### config.mk
export PLATFORM = sky130hd
export DESIGN_NAME = nba_permute_engine
export DESIGN_NICKNAME = d
export VERILOG_FILES = /design/src/rtl/nba_permute_pkg.sv /design/src/rtl/nba_permute_alu.sv /design/src/rtl/nba_permute_engine.sv
export SDC_FILE = /design/constraint.sdc
export NUM_CORES = 1
export LEC_CHECK = 0
export BUFFER_PORTS_ARGS = -buffer_cell sky130_fd_sc_hd__buf_2
export CAP_MARGIN = 40
export CORE_MARGIN = 2
export CORE_UTILIZATION = 55
export DETAILED_ROUTE_END_ITERATION = 10
export GPL_TIMING_DRIVEN = 0
export MAX_ROUTING_LAYER = met4
export PLACE_DENSITY_LB_ADDON = 0.05
export SLEW_MARGIN = 5
export SYNTH_ARGS = -nofsm -noshare
export SYNTH_HDL_FRONTEND = slang
export SYNTH_HIERARCHICAL = 1
export SYNTH_SLANG_ARGS = --single-unit
### constraint.sdc
create_clock -name clk -period 3.72 [get_ports clk]
set_clock_uncertainty 0.2 [all_clocks]
set_input_delay 0.93 -clock clk [delete_from_list [all_inputs] [get_ports clk]]
set_output_delay 0.93 -clock clk [all_outputs]
set_load 0.05 [all_outputs]
### src/rtl/nba_permute_pkg.sv
// Shared definitions for the NBA permute engine: opcodes, FSM states and
// helpers for the packed {d,c,b,a} register layout.
package nba_permute_pkg;

    typedef enum logic [2:0] {
        OP_NOP   = 3'd0,
        OP_LOAD  = 3'd1,
        OP_SWAP  = 3'd2,
        OP_CHAIN = 3'd3,
        OP_ROT_L = 3'd4,
        OP_ROT_R = 3'd5,
        OP_FIB   = 3'd6,
        OP_CLEAR = 3'd7
    } op_e;

    typedef enum logic [1:0] {
        ST_IDLE = 2'd0,
        ST_RUN  = 2'd1,
        ST_RESP = 2'd2
    } state_e;

    // Helpers work on a lane size large enough for any sensible WIDTH;
    // callers cast their narrower values in and out.
    localparam int unsigned LANE_MAX = 64;
    localparam int unsigned BUS_MAX  = 4 * LANE_MAX;

    // Opcodes whose repeat count is meaningless always run a single step.
    function automatic logic is_single_step(input op_e op);
        return (op == OP_NOP) || (op == OP_LOAD) || (op == OP_CLEAR);
    endfunction

    function automatic logic [LANE_MAX-1:0] unpack_lane(
        input logic [BUS_MAX-1:0] bus,
        input int unsigned        lane_w,
        input int unsigned        idx
    );
        return LANE_MAX'(bus >> (idx * lane_w));
    endfunction

    function automatic logic [BUS_MAX-1:0] pack_lanes(
        input logic [LANE_MAX-1:0] a,
        input logic [LANE_MAX-1:0] b,
        input logic [LANE_MAX-1:0] c,
        input logic [LANE_MAX-1:0] d,
        input int unsigned         lane_w
    );
        return (BUS_MAX'(d) << (3 * lane_w)) |
               (BUS_MAX'(c) << (2 * lane_w)) |
               (BUS_MAX'(b) << lane_w)       |
                BUS_MAX'(a);
    endfunction

endpackage

### src/rtl/nba_permute_alu.sv
// Combinational next-value function for the four-register bank. Every output
// is computed from the pre-edge inputs only.
module nba_permute_alu
    import nba_permute_pkg::*;
#(
    parameter int WIDTH = 8
) (
    input  op_e                  op,
    input  logic [WIDTH-1:0]     a_in,
    input  logic [WIDTH-1:0]     b_in,
    input  logic [WIDTH-1:0]     c_in,
    input  logic [WIDTH-1:0]     d_in,
    input  logic [4*WIDTH-1:0]   load_data,
    output logic [WIDTH-1:0]     a_out,
    output logic [WIDTH-1:0]     b_out,
    output logic [WIDTH-1:0]     c_out,
    output logic [WIDTH-1:0]     d_out
);

    logic [WIDTH-1:0] load_lane [4];

    for (genvar gi = 0; gi < 4; gi++) begin : g_load_lane
        assign load_lane[gi] = WIDTH'(unpack_lane(BUS_MAX'(load_data), WIDTH, gi));
    end

    always_comb begin
        a_out = a_in;
        b_out = b_in;
        c_out = c_in;
        d_out = d_in;
        case (op)
            OP_LOAD: begin
                a_out = load_lane[0];
                b_out = load_lane[1];
                c_out = load_lane[2];
                d_out = load_lane[3];
            end
            OP_SWAP: begin
                a_out = b_in;
                b_out = a_in;
            end
            OP_CHAIN: begin
                a_out = c_in;
                b_out = d_in;
                c_out = a_in;
                d_out = b_in;
            end
            OP_ROT_L: begin
                a_out = b_in;
                b_out = c_in;
                c_out = d_in;
                d_out = a_in;
            end
            OP_ROT_R: begin
                a_out = d_in;
                b_out = a_in;
                c_out = b_in;
                d_out = c_in;
            end
            OP_FIB: begin
                a_out = a_in + b_in;
                b_out = a_in;
            end
            OP_CLEAR: begin
                a_out = '0;
                b_out = '0;
                c_out = '0;
                d_out = '0;
            end
            default: ;
        endcase
    end

endmodule

### src/rtl/nba_permute_engine.sv
// Command-driven bank of four registers applying atomic permutation and
// Fibonacci steps, with repeat mode and a held valid/ready response.
module nba_permute_engine
    import nba_permute_pkg::*;
#(
    parameter int WIDTH = 8,
    parameter int CNT_W = 16
) (
    input  logic               clk,
    input  logic               rst,
    input  logic               cmd_valid,
    output logic               cmd_ready,
    input  logic [2:0]         cmd_op,
    input  logic [3:0]         cmd_rep,
    input  logic [4*WIDTH-1:0] cmd_data,
    output logic               rsp_valid,
    input  logic               rsp_ready,
    output logic [4*WIDTH-1:0] rsp_data,
    output logic [3:0]         rsp_steps,
    output logic [CNT_W-1:0]   op_count
);

    state_e             state_q, state_d;
    op_e                op_q, op_d;
    logic [4*WIDTH-1:0] load_q, load_d;
    logic [3:0]         rem_q, rem_d;
    logic [3:0]         tot_q, tot_d;
    logic [WIDTH-1:0]   a_q, a_d, b_q, b_d, c_q, c_d, d_q, d_d;
    logic               rsp_valid_q, rsp_valid_d;
    logic [4*WIDTH-1:0] rsp_data_q, rsp_data_d;
    logic [3:0]         rsp_steps_q, rsp_steps_d;
    logic [CNT_W-1:0]   op_count_q, op_count_d;

    logic [WIDTH-1:0]   a_nx, b_nx, c_nx, d_nx;
    op_e                cmd_op_e;
    logic [3:0]         reps;

    assign cmd_op_e = op_e'(cmd_op);

    nba_permute_alu #(.WIDTH(WIDTH)) u_alu (
        .op        (op_q),
        .a_in      (a_q),
        .b_in      (b_q),
        .c_in      (c_q),
        .d_in      (d_q),
        .load_data (load_q),
        .a_out     (a_nx),
        .b_out     (b_nx),
        .c_out     (c_nx),
        .d_out     (d_nx)
    );

    always_comb begin
        state_d     = state_q;
        op_d        = op_q;
        load_d      = load_q;
        rem_d       = rem_q;
        tot_d       = tot_q;
        a_d         = a_q;
        b_d         = b_q;
        c_d         = c_q;
        d_d         = d_q;
        rsp_valid_d = rsp_valid_q;
        rsp_data_d  = rsp_data_q;
        rsp_steps_d = rsp_steps_q;
        op_count_d  = op_count_q;
        reps        = 4'd1;

        if (!is_single_step(cmd_op_e) && (cmd_rep != 4'd0)) begin
            reps = cmd_rep;
        end

        case (state_q)
            ST_IDLE: begin
                if (cmd_valid) begin
                    state_d = ST_RUN;
                    op_d    = cmd_op_e;
                    load_d  = cmd_data;
                    rem_d   = reps;
                    tot_d   = reps;
                end
            end
            ST_RUN: begin
                a_d   = a_nx;
                b_d   = b_nx;
                c_d   = c_nx;
                d_d   = d_nx;
                rem_d = rem_q - 4'd1;
                // The snapshot is taken from the ALU outputs so it matches
                // the values the registers take on this same edge.
                if (rem_q == 4'd1) begin
                    state_d     = ST_RESP;
                    rsp_valid_d = 1'b1;
                    rsp_data_d  = (4*WIDTH)'(pack_lanes(LANE_MAX'(a_nx), LANE_MAX'(b_nx),
                                                        LANE_MAX'(c_nx), LANE_MAX'(d_nx),
                                                        WIDTH));
                    rsp_steps_d = tot_q;
                end
            end
            ST_RESP: begin
                if (rsp_ready) begin
                    state_d     = ST_IDLE;
                    rsp_valid_d = 1'b0;
                    op_count_d  = op_count_q + CNT_W'(1);
                end
            end
            default: state_d = ST_IDLE;
        endcase
    end

    always_ff @(posedge clk) begin
        if (rst) begin
            state_q     <= ST_IDLE;
            op_q        <= OP_NOP;
            load_q      <= '0;
            rem_q       <= '0;
            tot_q       <= '0;
            a_q         <= '0;
            b_q         <= '0;
            c_q         <= '0;
            d_q         <= '0;
            rsp_valid_q <= 1'b0;
            rsp_data_q  <= '0;
            rsp_steps_q <= '0;
            op_count_q  <= '0;
        end else begin
            state_q     <= state_d;
            op_q        <= op_d;
            load_q      <= load_d;
            rem_q       <= rem_d;
            tot_q       <= tot_d;
            a_q         <= a_d;
            b_q         <= b_d;
            c_q         <= c_d;
            d_q         <= d_d;
            rsp_valid_q <= rsp_valid_d;
            rsp_data_q  <= rsp_data_d;
            rsp_steps_q <= rsp_steps_d;
            op_count_q  <= op_count_d;
        end
    end

    assign cmd_ready = (state_q == ST_IDLE);
    assign rsp_valid = rsp_valid_q;
    assign rsp_data  = rsp_data_q;
    assign rsp_steps = rsp_steps_q;
    assign op_count  = op_count_q;

endmodule

==> flow_metrics.env <==
export IMPL_status="finished clean"
export IMPL_synth_xor_area_frac=0.01571
export IMPL_dieArea_sq_mm=0.01306
export IMPL_crit_arrival_ps=2920
export IMPL_worstSetupPathType="reg2reg"
export IMPL_die_width_um=114.3
export IMPL_hold_viol_final=0
export IMPL_required_ps=3870
export IMPL_cap_violations=0
export IMPL_syn_nets=939
export IMPL_ff2ff_setup_slack_ps=950
export IMPL_yosys_warnings=6
export IMPL_yosysTopAreaCell="dfxtp_1"
export IMPL_ys_flop_type="dfxtp_1"
export IMPL_ys_seq_area_frac=0.3890
export IMPL_holdPathStages=2
export IMPL_clkLatencyLatePin_ps=440
export IMPL_mostFrequentLayoutCells="nand2_1, a21oi_1, dfxtp_1, buf_2, nor2_1"
export IMPL_overflow=0
export IMPL_ir_worst_vdd_v=0.0003550
export IMPL_port_buffers=96
export IMPL_reg2regPathDepth=8
export IMPL_diodes=0
export IMPL_power_static_leakage_nw=3.201
export IMPL_drc=0
export IMPL_max_stage_delay_ps=470
export IMPL_crit_fanout=7
export IMPL_synth_compound_area_frac=0.2106
export IMPL_power_density_mw_per_mm2=476.8
export IMPL_total_power_w=0.003803
export IMPL_post_drt_wl_per_cell_um=18.64
export IMPL_cts_htree_levels=4
export IMPL_cts_tree="built"
export IMPL_drive_above_1_share=0.1807
export IMPL_cts_setup_buffers=0
export IMPL_synthesis_area_per_instance_sq_um=7.560
export IMPL_slowest_stage="o31ai_2"
export IMPL_async_flop_share=0
export IMPL_root_buffer="clkbuf_16"
export IMPL_rsz0062_at_grt="false"
export IMPL_period_minus_slack_ps=2773
export IMPL_start_util=0.5593
export IMPL_dr_pass1_iters=6
export IMPL_synthCells=885
export IMPL_synth_simple_area_share=0.2396
export IMPL_globalplace_congestion=1.038
export IMPL_clockBufferDepth=2
export IMPL_endpoint_kind="flop"
export IMPL_wirelength_um=21620
export IMPL_grt_pass1_wl_um=33660
export IMPL_synth_seq_cells=130
export IMPL_grt_pass1_vias=6377
export IMPL_synth_fa_ha_area_frac=0.02787
export IMPL_synth_edf_count=0
export IMPL_crit_chain="ha_1 > nand2_2 > o31ai_2 > nand4_1 > nor4b_1 > nor3_1 > nand2_1 > a21oi_1"
export IMPL_hold_buffers=0
export IMPL_crit_reg2reg_capture="a_q[7]$_SDFFE_PP0N_"
export IMPL_yosysTopAreaCellShare=0.3890
export IMPL_slew_viol_final=0
export IMPL_cts_buffers_inserted=17
export IMPL_antenna_found_initial=0
export IMPL_setup_tns_ps=0
export IMPL_post_cts_resized=0
export IMPL_vias=6917
export IMPL_fin_crit_sh=0.7455
export IMPL_max_freq_mhz=360.6
export IMPL_holdPathEnd="rsp_data[20]$_SDFFE_PP0P_"
export IMPL_core_area_sq_mm=0.01196
export IMPL_synth_top_family_by_area="simple AND/OR/NAND/NOR gates"
export IMPL_worst_hold_path_type="reg2reg"
export IMPL_startpoint_type="flop"
export IMPL_max_slew_margin=0.4960
export IMPL_final_util=0.6667
export IMPL_reg2reg_from="a_q[4]$_SDFFE_PP0N_"
export IMPL_synth_mux_area_frac=0.06415
export IMPL_cts_sink_count=130
export IMPL_fp_row_count=40
export IMPL_final_nets=1054
export IMPL_synthesis_area_sq_mm=0.006690
export IMPL_tightest_slew_ps=754.3
export IMPL_hpwl_um=15690
export IMPL_synthTopCellsByArea="dfxtp_1, nand2_1, a21oi_1"
export IMPL_track_usage=0.3467
export IMPL_clk_pin_slew_ps=60
export IMPL_ys_types=72
export IMPL_layout_commonest_cell="nand2_1"
export IMPL_syn_to_final_growth_pct=19.21
export IMPL_first_iter_violations=689
export IMPL_ioPinCount=97
export IMPL_setup_viol=0
export IMPL_hp_start="rsp_data[20]$_SDFFE_PP0P_"
export IMPL_ant_nets=0
export IMPL_avgViaCountPerCell=5.963
export IMPL_die_y_um=114.3
export IMPL_grt_max_degree=17
Yosys cell counts (all sizes together), types with 3 or more instances:
library cell	count
or3	7
ha	10
a221oi	11
a211oi	4
a21o	7
nor2	51
o211ai	3
a31oi	12
nand2b	7
o21bai	3
o21ai	32
mux2i	17
buf	32
inv	16
mux4	7
nor2b	9
o31ai	4
xnor2	4
nand4	6
nand3	14
a21oi	144
o22ai	3
nor3	6
clkbuf	33
nand2	249
xor2	8
dfxtp	130
and3	6
a221o	4
maj3	4
a22oi	5
mux2	9
metal layers:
layer	vias up	global-route usage	share of wire	wire [um]
li1	3288	-	-	-
met5	-	-	0	0
met2	353	0.5294	0.46	9883
met4	0	0.1732	0.041	878
met3	69	0.07305	0.086	1857
met1	3207	0.4366	0.42	9005
flip-flops by register name, indices dropped and copies added, names as in the netlist:
name,count
rsp_data,32
rem_q,4
d_q,8
rsp_valid,1
tot_q,4
b_q,8
op_count,16
a_q,8
rsp_steps,4
load_q,32
op_q,3
c_q,8
state_q,2
cell type report:
type                       count  area, sq um
buffer                        65        295.3
clock buffer                  21        470.5
clock inverter                11        150.1
fill                        1099         3986
inverter                      16        60.06
multi-input combinational    674         3732
sequential                   130         2603
tap                          147        183.9
timing repair buffer          96        480.5
cells by family after synthesis:
logic type / after synthesis
fa+ha+maj: 15
flops: 130
compound gates: 242
buf+inv: 81
xor+xnor: 12
mux: 33
simple gates: 372
where the power goes:
part / switching, W / leakage (nW) / internal (W)
combinational: 0.000359 / 1.85 / 0.000177
sequential: 0.0000626 / 1.06 / 0.00145
clock: 0.000648 / 0.300 / 0.00111
worst max-delay path by stage:
| stage | slack [ps] | end | cells after the start | startpoint |
|---|---|---|---|---|
| after floorplan | 1470 | cmd_ready | 2 | state_q[1]$_SDFFE_PP0P_ |
| after global routing | 850 | a_q[7]$_SDFFE_PP0N_ | 8 | a_q[4]$_SDFFE_PP0N_ |
| final | 950 | a_q[7]$_SDFFE_PP0N_ | 8 | a_q[4]$_SDFFE_PP0N_ |
| after global placement | 900 | rem_q[3]$_SDFFE_PP0P_ | 5 | cmd_valid |
| after detailed placement | 960 | rem_q[3]$_SDFFE_PP0P_ | 5 | cmd_valid |
| after CTS | 1060 | a_q[7]$_SDFFE_PP0N_ | 8 | a_q[4]$_SDFFE_PP0N_ |
critical path, delay by kind of cell, from the launching register on:
kind                     cells  cell delay, ps
AND/OR/NAND/NOR              5             980
adder cells (fa/ha/maj)      1             410
flip-flops                   1             420
AO/OA/AOI/OAI                2             660
per-stage QoR:
step                instance area (sq um)  hold WS [ps]  setup slack, ps  cells
finish                               7975         248.8            946.6   1160
global route                         7975         267.7            845.3   1160
CTS                                  7975         250.8             1057   1160
detailed placement                   7355         243.0            962.7   1128
global placement                     7355         241.6            896.3   1128
floorplan                            6690         227.3             1472    885
No activity file was read; power rests on OpenSTA's default activity.
